## src/rtl/noc_position_mux_pipe_if.sv

```systemverilog
// ============================================================================
//  Module      : noc_position_mux_pipe_if
//  Description : Link/router handshake bundle for noc_position_mux_pipe.
//                One valid/flit/ready triple per direction for each of:
//                  lnk_in  : ingress from neighbour links   (toward the mux)
//                  rtr_out : ingress toward router inputs   (from the mux)
//                  rtr_in  : egress from router outputs     (toward the mux)
//                  lnk_out : egress to neighbour links      (from the mux)
//                Modport slave is the mux view, master the environment view.
//  Revision    : 1.0 - initial release
// ============================================================================
`default_nettype none

interface noc_position_mux_pipe_if #(
    parameter int NUM_PORTS  = 4,
    parameter int FLIT_WIDTH = 64
);
    logic [NUM_PORTS-1:0]                 lnk_in_valid;
    logic [NUM_PORTS-1:0][FLIT_WIDTH-1:0] lnk_in_flit;
    logic [NUM_PORTS-1:0]                 lnk_in_ready;

    logic [NUM_PORTS-1:0]                 rtr_out_valid;
    logic [NUM_PORTS-1:0][FLIT_WIDTH-1:0] rtr_out_flit;
    logic [NUM_PORTS-1:0]                 rtr_out_ready;

    logic [NUM_PORTS-1:0]                 rtr_in_valid;
    logic [NUM_PORTS-1:0][FLIT_WIDTH-1:0] rtr_in_flit;
    logic [NUM_PORTS-1:0]                 rtr_in_ready;

    logic [NUM_PORTS-1:0]                 lnk_out_valid;
    logic [NUM_PORTS-1:0][FLIT_WIDTH-1:0] lnk_out_flit;
    logic [NUM_PORTS-1:0]                 lnk_out_ready;

    modport slave (
        input  lnk_in_valid, lnk_in_flit,
        output lnk_in_ready,
        output rtr_out_valid, rtr_out_flit,
        input  rtr_out_ready,
        input  rtr_in_valid, rtr_in_flit,
        output rtr_in_ready,
        output lnk_out_valid, lnk_out_flit,
        input  lnk_out_ready
    );

    modport master (
        output lnk_in_valid, lnk_in_flit,
        input  lnk_in_ready,
        input  rtr_out_valid, rtr_out_flit,
        output rtr_out_ready,
        output rtr_in_valid, rtr_in_flit,
        input  rtr_in_ready,
        input  lnk_out_valid, lnk_out_flit,
        output lnk_out_ready
    );
endinterface

`default_nettype wire

```

## src/rtl/noc_position_mux_pipe.sv

```systemverilog
// ============================================================================
//  Module      : noc_position_mux_pipe
//  Description : Per-direction pipeline stage between mesh links and a router.
//                Each enabled direction p gets an ingress skid buffer
//                (lnk_in[p] -> rtr_out[p]) and an egress skid buffer
//                (rtr_in[p] -> lnk_out[p]). Directions marked 0 in PORT_EN
//                (mesh edges) hold no storage: they never accept link flits,
//                never present valid, and silently sink router flits.
//  Ports       : noc_clk  - single rising-edge clock
//                noc_rst  - synchronous active-high reset
//                bus      - noc_position_mux_pipe_if.slave handshake bundle
//                cnt_clr, ingress_cnt, egress_cnt
//                         - only with NOC_POS_MUX_STATS_EN defined: per-buffer
//                           saturating counts of output-side handshakes
//  Options     : `define NOC_POS_MUX_STATS_EN to add the statistics counters;
//                the datapath is identical either way.
//  Revision    : 1.0 - initial release
// ============================================================================
`default_nettype none

// ----------------------------------------------------------------------------
// Two-entry skid buffer. Ready is a flop (next state != FULL), so there is no
// combinational path from i_ready to o_ready; valid comes from state only.
// ----------------------------------------------------------------------------
module noc_position_mux_pipe_skid #(
    parameter int WIDTH = 64
) (
    input  logic             clk,
    input  logic             rst,
    input  logic             i_valid,
    input  logic [WIDTH-1:0] i_data,
    output logic             o_ready,
    output logic             o_valid,
    output logic [WIDTH-1:0] o_data,
    input  logic             i_ready
);
    typedef enum logic [1:0] {
        ST_EMPTY = 2'd0,
        ST_ONE   = 2'd1,
        ST_FULL  = 2'd2
    } state_t;

    state_t           r_state;
    state_t           w_state_nxt;
    logic             r_ready;
    logic             r_wr_ptr;
    logic             r_rd_ptr;
    logic [WIDTH-1:0] r_mem [2];
    logic             w_push;
    logic             w_pop;

    assign o_valid = (r_state != ST_EMPTY);
    assign o_ready = r_ready;
    assign o_data  = r_mem[r_rd_ptr];
    assign w_push  = i_valid & r_ready;
    assign w_pop   = o_valid & i_ready;

    always_comb begin
        w_state_nxt = r_state;
        case (r_state)
            ST_EMPTY: if (w_push) w_state_nxt = ST_ONE;
            ST_ONE: begin
                if (w_push && !w_pop)      w_state_nxt = ST_FULL;
                else if (w_pop && !w_push) w_state_nxt = ST_EMPTY;
            end
            // A push cannot coincide with FULL because ready is low there.
            ST_FULL:  if (w_pop) w_state_nxt = ST_ONE;
            default:  w_state_nxt = ST_EMPTY;
        endcase
    end

    always_ff @(posedge clk) begin
        if (rst) begin
            r_state  <= ST_EMPTY;
            r_ready  <= 1'b0;
            r_wr_ptr <= 1'b0;
            r_rd_ptr <= 1'b0;
        end else begin
            r_state  <= w_state_nxt;
            r_ready  <= (w_state_nxt != ST_FULL);
            if (w_push) r_wr_ptr <= ~r_wr_ptr;
            if (w_pop)  r_rd_ptr <= ~r_rd_ptr;
        end
    end

    // Payload storage carries no reset; occupancy state alone decides what is
    // visible, so stale entries can never be presented after reset.
    always_ff @(posedge clk) begin
        if (w_push) r_mem[r_wr_ptr] <= i_data;
    end
endmodule

// ----------------------------------------------------------------------------
// Top level
// ----------------------------------------------------------------------------
module noc_position_mux_pipe #(
    parameter int                 NUM_PORTS  = 4,
    parameter int                 FLIT_WIDTH = 64,
    parameter logic [NUM_PORTS-1:0] PORT_EN  = {NUM_PORTS{1'b1}}
) (
    input  logic                        noc_clk,
    input  logic                        noc_rst,
`ifdef NOC_POS_MUX_STATS_EN
    input  logic                        cnt_clr,
    output logic [NUM_PORTS-1:0][31:0]  ingress_cnt,
    output logic [NUM_PORTS-1:0][31:0]  egress_cnt,
`endif
    noc_position_mux_pipe_if.slave      bus
);
    localparam logic [31:0] c_cnt_max = 32'hFFFF_FFFF;

    // Output-side handshakes per buffer; they feed the optional counters.
    logic [NUM_PORTS-1:0] w_ing_fire;
    logic [NUM_PORTS-1:0] w_egr_fire;

    for (genvar p = 0; p < NUM_PORTS; p++) begin : g_port
        if (PORT_EN[p]) begin : g_en
            logic                  w_ing_ready;
            logic                  w_ing_valid;
            logic [FLIT_WIDTH-1:0] w_ing_flit;
            logic                  w_egr_ready;
            logic                  w_egr_valid;
            logic [FLIT_WIDTH-1:0] w_egr_flit;

            noc_position_mux_pipe_skid #(.WIDTH(FLIT_WIDTH)) u_ingress (
                .clk     (noc_clk),
                .rst     (noc_rst),
                .i_valid (bus.lnk_in_valid[p]),
                .i_data  (bus.lnk_in_flit[p]),
                .o_ready (w_ing_ready),
                .o_valid (w_ing_valid),
                .o_data  (w_ing_flit),
                .i_ready (bus.rtr_out_ready[p])
            );

            noc_position_mux_pipe_skid #(.WIDTH(FLIT_WIDTH)) u_egress (
                .clk     (noc_clk),
                .rst     (noc_rst),
                .i_valid (bus.rtr_in_valid[p]),
                .i_data  (bus.rtr_in_flit[p]),
                .o_ready (w_egr_ready),
                .o_valid (w_egr_valid),
                .o_data  (w_egr_flit),
                .i_ready (bus.lnk_out_ready[p])
            );

            assign bus.lnk_in_ready[p]  = w_ing_ready;
            assign bus.rtr_out_valid[p] = w_ing_valid;
            assign bus.rtr_out_flit[p]  = w_ing_flit;
            assign bus.rtr_in_ready[p]  = w_egr_ready;
            assign bus.lnk_out_valid[p] = w_egr_valid;
            assign bus.lnk_out_flit[p]  = w_egr_flit;
            assign w_ing_fire[p]        = w_ing_valid & bus.rtr_out_ready[p];
            assign w_egr_fire[p]        = w_egr_valid & bus.lnk_out_ready[p];
        end else begin : g_dis
            // Mesh edge: link side is closed, router flits are accepted and
            // dropped so a misrouted flit cannot wedge the router output.
            assign bus.lnk_in_ready[p]  = 1'b0;
            assign bus.rtr_out_valid[p] = 1'b0;
            assign bus.rtr_out_flit[p]  = '0;
            assign bus.rtr_in_ready[p]  = 1'b1;
            assign bus.lnk_out_valid[p] = 1'b0;
            assign bus.lnk_out_flit[p]  = '0;
            assign w_ing_fire[p]        = 1'b0;
            assign w_egr_fire[p]        = 1'b0;

            logic w_unused_edge;
            assign w_unused_edge = ^{bus.lnk_in_valid[p], bus.lnk_in_flit[p],
                                     bus.rtr_out_ready[p], bus.rtr_in_valid[p],
                                     bus.rtr_in_flit[p], bus.lnk_out_ready[p]};
        end
    end

`ifdef NOC_POS_MUX_STATS_EN
    for (genvar p = 0; p < NUM_PORTS; p++) begin : g_stats
        logic [31:0] r_ing_cnt;
        logic [31:0] r_egr_cnt;

        // Clear wins over a same-cycle increment; counts saturate at all-ones.
        always_ff @(posedge noc_clk) begin
            if (noc_rst || cnt_clr) begin
                r_ing_cnt <= '0;
                r_egr_cnt <= '0;
            end else begin
                if (w_ing_fire[p] && (r_ing_cnt != c_cnt_max))
                    r_ing_cnt <= r_ing_cnt + 32'd1;
                if (w_egr_fire[p] && (r_egr_cnt != c_cnt_max))
                    r_egr_cnt <= r_egr_cnt + 32'd1;
            end
        end

        assign ingress_cnt[p] = r_ing_cnt;
        assign egress_cnt[p]  = r_egr_cnt;
    end
`else
    logic w_unused_fire;
    assign w_unused_fire = ^{w_ing_fire, w_egr_fire, c_cnt_max};
`endif
endmodule

`default_nettype wire

```

## src/flat_wrapper.sv

```systemverilog
// flat-port wrapper written by rule: the top's interface ports become plain ports
module noc_position_mux_pipe_flat 
#(
    parameter int                 NUM_PORTS  = 4,
    parameter int                 FLIT_WIDTH = 64,
    parameter logic [NUM_PORTS-1:0] PORT_EN  = {NUM_PORTS{1'b1}}
)
  (noc_clk, noc_rst, bus_lnk_in_valid, bus_lnk_in_flit, bus_lnk_in_ready, bus_rtr_out_valid, bus_rtr_out_flit, bus_rtr_out_ready, bus_rtr_in_valid, bus_rtr_in_flit, bus_rtr_in_ready, bus_lnk_out_valid, bus_lnk_out_flit, bus_lnk_out_ready);
  noc_position_mux_pipe_if #(.NUM_PORTS(NUM_PORTS), .FLIT_WIDTH(FLIT_WIDTH)) bus_i ();
  input  logic noc_clk;
  input  logic noc_rst;
  input wire logic [$bits(bus_i.lnk_in_valid)-1:0] bus_lnk_in_valid;
  input wire logic [$bits(bus_i.lnk_in_flit)-1:0] bus_lnk_in_flit;
  output wire logic [$bits(bus_i.lnk_in_ready)-1:0] bus_lnk_in_ready;
  output wire logic [$bits(bus_i.rtr_out_valid)-1:0] bus_rtr_out_valid;
  output wire logic [$bits(bus_i.rtr_out_flit)-1:0] bus_rtr_out_flit;
  input wire logic [$bits(bus_i.rtr_out_ready)-1:0] bus_rtr_out_ready;
  input wire logic [$bits(bus_i.rtr_in_valid)-1:0] bus_rtr_in_valid;
  input wire logic [$bits(bus_i.rtr_in_flit)-1:0] bus_rtr_in_flit;
  output wire logic [$bits(bus_i.rtr_in_ready)-1:0] bus_rtr_in_ready;
  output wire logic [$bits(bus_i.lnk_out_valid)-1:0] bus_lnk_out_valid;
  output wire logic [$bits(bus_i.lnk_out_flit)-1:0] bus_lnk_out_flit;
  input wire logic [$bits(bus_i.lnk_out_ready)-1:0] bus_lnk_out_ready;
  assign bus_i.lnk_in_valid = bus_lnk_in_valid;
  assign bus_i.lnk_in_flit = bus_lnk_in_flit;
  assign bus_lnk_in_ready = bus_i.lnk_in_ready;
  assign bus_rtr_out_valid = bus_i.rtr_out_valid;
  assign bus_rtr_out_flit = bus_i.rtr_out_flit;
  assign bus_i.rtr_out_ready = bus_rtr_out_ready;
  assign bus_i.rtr_in_valid = bus_rtr_in_valid;
  assign bus_i.rtr_in_flit = bus_rtr_in_flit;
  assign bus_rtr_in_ready = bus_i.rtr_in_ready;
  assign bus_lnk_out_valid = bus_i.lnk_out_valid;
  assign bus_lnk_out_flit = bus_i.lnk_out_flit;
  assign bus_i.lnk_out_ready = bus_lnk_out_ready;
  noc_position_mux_pipe #(.NUM_PORTS(NUM_PORTS), .FLIT_WIDTH(FLIT_WIDTH), .PORT_EN(PORT_EN)) u_core (.noc_clk(noc_clk), .noc_rst(noc_rst), .bus(bus_i));
endmodule
```

## config.mk

```make
export PLATFORM = sky130hd
export DESIGN_NAME = noc_position_mux_pipe_flat
export DESIGN_NICKNAME = d
export VERILOG_FILES = /design/src/rtl/noc_position_mux_pipe_if.sv /design/src/rtl/noc_position_mux_pipe.sv /design/src/flat_wrapper.sv
export SDC_FILE = /design/constraint.sdc
export NUM_CORES = 1
export LEC_CHECK = 0
export ABC_AREA = 1
export BUFFER_PORTS_ARGS = -buffer_cell sky130_fd_sc_hd__buf_2
export CAP_MARGIN = 20
export CORE_AREA = 5 5 406 408
export CTS_CLUSTER_DIAMETER = 50
export DETAILED_ROUTE_END_ITERATION = 16
export DIE_AREA = 0 0 411 413
export GPL_ROUTABILITY_DRIVEN = 0
export GPL_TIMING_DRIVEN = 0
export HOLD_SLACK_MARGIN = 0.12
export PLACE_DENSITY = 0.44
export SYNTH_ARGS = -nofsm -noshare
export SYNTH_HDL_FRONTEND = slang
export SYNTH_SLANG_ARGS = --single-unit
```

## constraint.sdc

```tcl
create_clock -name noc_clk -period 3.8 [get_ports noc_clk]
set_input_delay 0.19 -clock noc_clk [delete_from_list [all_inputs] [get_ports noc_clk]]
set_output_delay 0.19 -clock noc_clk [all_outputs]
set_load 0.1 [all_outputs]
```

==> flow_summary.json <==
{
  "numCtsBuffers": 138,
  "slew_violations": 0,
  "wire_per_inst_um": 20.4,
  "swShare_pct": 28.7,
  "synth_fp_nets": 2423,
  "grt_max_degree": 29,
  "path_class": "reg -> out",
  "fp.coreArea_sq_mm": 0.161,
  "rows": 148,
  "ys_top_cells_by_count": "edfxtp_1, mux2_2, nor2_1",
  "worstMarginPinSlew_ns": 0.845,
  "p_sw_uw": 9010,
  "synth_area_leader_cell": "edfxtp_1",
  "min_period_over_period_pct": 65.1,
  "cap_violations": 0,
  "first_pass_iters": 5,
  "hold_depth": 2,
  "hpwl_um": 93500,
  "crit_path_end_kind": "output pin",
  "grt_util_all_layers_pct": 14.4,
  "die_y_um": 413,
  "nets": 4437,
  "yosys-top-cells-area": "edfxtp_1, mux2_2, dfxtp_1",
  "grt_setup_unrepaired": "no",
  "synth_warnings": 0,
  "status": "complete, no violations",
  "reg2reg_slack_ns": 1.72,
  "placedCellCount": 5160,
  "crit_arrival_ns": 2.28,
  "area_growth_pct": 54.0,
  "numPortBuffers": 1056,
  "async_flop_share_pct": 0,
  "syn_avg_cell_area_sq_um": 20.8,
  "io_pins": 1058,
  "whs_ns": 0.188,
  "clock.fmax_ghz": 0.404,
  "vias": 24600,
  "synth.distinct_cells": 14,
  "die_width_um": 411,
  "drt_wl_total_um": 127000,
  "cts_tree": "done",
  "cts.sinks": 1072,
  "initial_utilization_pct": 24.4,
  "dpl_cell_area_sq_mm": 0.0482,
  "clk_latency_ns": 0.74,
  "grt_pass1_vias": 26700,
  "slew_headroom_pct": 43.5,
  "final_util_pct": 37.5,
  "hold_class": "in -> reg",
  "synth_top_area_share_pct": 78.2,
  "synth-edff-count": 1024,
  "grt_pass1_wl_um": 178000,
  "reg2reg_to": "u_core.g_port[0].g_en.u_ingress.r_mem[1][18]$_DFFE_PP_",
  "synth-main-ff-cell": "edfxtp_1",
  "power.internal_uw": 22400,
  "critPathRequiredTime_ns": 3.61,
  "grt-ovfl-total": 0,
  "cts_setup_buffers": 0,
  "skew_ns": 0.0331,
  "fin_crit_ns": 2.47,
  "cts_root_buf": "clkbuf_16",
  "timing.rr.start": "u_core.g_port[0].g_en.u_ingress.o_ready$_SDFF_PP0_",
  "leakage_uw": 0.0225,
  "yosysSeqAreaShare_pct": 80.7,
  "combPwrFrac_pct": 16.8,
  "drive_gt1_share_pct": 47.1,
  "post-synth-top-count-cell": "edfxtp_1",
  "crit_fanout": 10,
  "ant_nets": 0,
  "post_drt_via_cell_ratio": 3.97,
  "tns_ns": 0,
  "antenna_found_initial": 29,
  "drt_iter0_drc": 1184,
  "start_kind": "flop",
  "die-area_sq_mm": 0.170,
  "worstHoldStart": "bus_rtr_in_flit[29]",
  "setup_viol_count_final": 0,
  "pwr-share-clk_pct": 40.3,
  "final_cells": 6205,
  "path_clk_slew_ns": 0.06,
  "htreeDepth": 4,
  "drc_errors": 0,
  "ys_ff_latch": 1072,
  "hold_viol_final": 0,
  "p_seq_share_pct": 42.9,
  "cts_buffer_depth": 3,
  "synthCells": 1893,
  "ir_drop_mv": 0.386,
  "syn-cell-area_sq_mm": 0.0393,
  "final_cell_area_sq_mm": 0.0605,
  "pwr_density_cell_mw_per_mm2": 519,
  "min_to": "u_core.g_port[0].g_en.u_egress.r_mem[1][29]$_DFFE_PP_",
  "r2r_cells": 4,
  "seqCellArea_sq_mm": 0.0317,
  "multiInputGateArea_sq_mm": 0.00670,
  "fill_cells": 15400
}
-- per-layer routing --
layer	routed length, um	track usage (%)
met5	48	0
met4	4560	5.55
met3	10800	5.30
met2	61900	24.3
met1	49300	16.6
-- critical path: stages, from the launching register on --
cell and delay, ns:
dfxtp_1 0.32, buf_6 0.21, clkbuf_8 0.28, mux2_2 0.39
buf_2 0.32
-- power by group through the flow --
stage	combinational [uW]	sequential, uW	clock (uW)
floorplan	3460	13700	0
global placement	4530	13800	0
detailed placement	4640	13700	0
CTS	5340	13500	13100
global route	5490	13500	13600
finish	5280	13500	12700
-- cells in the final DEF (no fill, tap or decap), types with 28 or more instances in the layout --
master         instances
nor2_1                72
inv_1                 33
nand2_1               64
clkbuf_8              51
buf_12                28
edfxtp_1            1024
mux2_2               512
clkbuf_16            141
dfxtp_1               48
buf_2               1059
dlygate4sd3_1        782
clkbuf_1              36
-- area by class of cell --
type | count | area share, %
inverters | 33 | 0.205
well taps | 2175 | 4.50
clock buffers | 179 | 6.11
plain buffers | 76 | 1.47
flip-flops and latches | 1072 | 52.4
diodes | 18 | 0.0744
clock inverters | 66 | 1.24
multi-input cells | 712 | 11.1
repair buffers | 1874 | 23.0
-- state kept, by name (all words and copies together) (netlist names), named ones only --
name and flops:
u_core.g_port.g_en.u_ingress.o_ready 4, u_core.g_port.g_en.u_ingress.r_state 8, u_core.g_port.g_en.u_egress.r_rd_ptr 4, u_core.g_port.g_en.u_egress.r_state 8
u_core.g_port.g_en.u_ingress.r_wr_ptr 4, u_core.g_port.g_en.u_egress.r_mem 512, u_core.g_port.g_en.u_egress.o_ready 4, u_core.g_port.g_en.u_ingress.r_rd_ptr 4
u_core.g_port.g_en.u_egress.r_wr_ptr 4, u_core.g_port.g_en.u_ingress.r_mem 512
-- cells by family after synthesis --
logic type / after synthesis / share of synthesized area, %
AOI/OAI and AO/OA: 32 / 0.408
buffers and inverters: 109 / 2.58
DFF: 1072 / 80.7
muxes: 512 / 14.7
and+or+nand+nor: 168 / 1.66
-- worst max path at each step --
| stage | to | cells past startpoint | slack [ns] |
|---|---|---|---|
| finish | bus_rtr_out_flit[31] | 4 | 1.33 |
| global route | bus_rtr_out_flit[31] | 4 | 1.18 |
| CTS | bus_rtr_out_flit[31] | 4 | 1.16 |
| detailed placement | u_core.g_port[0].g_en.u_ingress.r_mem[1][13]$_DFFE_PP_ | 4 | 1.70 |
| global placement | u_core.g_port[1].g_en.u_ingress.r_mem[1][55]$_DFFE_PP_ | 2 | -2.61 |
| floorplan | u_core.g_port[0].g_en.u_egress.r_mem[1][0]$_DFFE_PP_ | 2 | 0.17 |
-- through the flow --
| stage | power (uW) | setup WS (ns) |
|---|---|---|
| 2_1_floorplan | 17200 | 0.169 |
| 3_3_place_gp | 18300 | -2.61 |
| 3_5_place_dp | 18400 | 1.70 |
| 4_1_cts | 31900 | 1.16 |
| 5_1_grt | 32600 | 1.18 |
| 6_report | 31400 | 1.33 |
-- repair_timing --
item	in CTS	in global routing
endpoints found under the hold margin	1349	0
hold buffers	782	0
resized for setup	0	0
setup endpoints to repair	0	0
No activity file was read; power rests on OpenSTA's default activity.
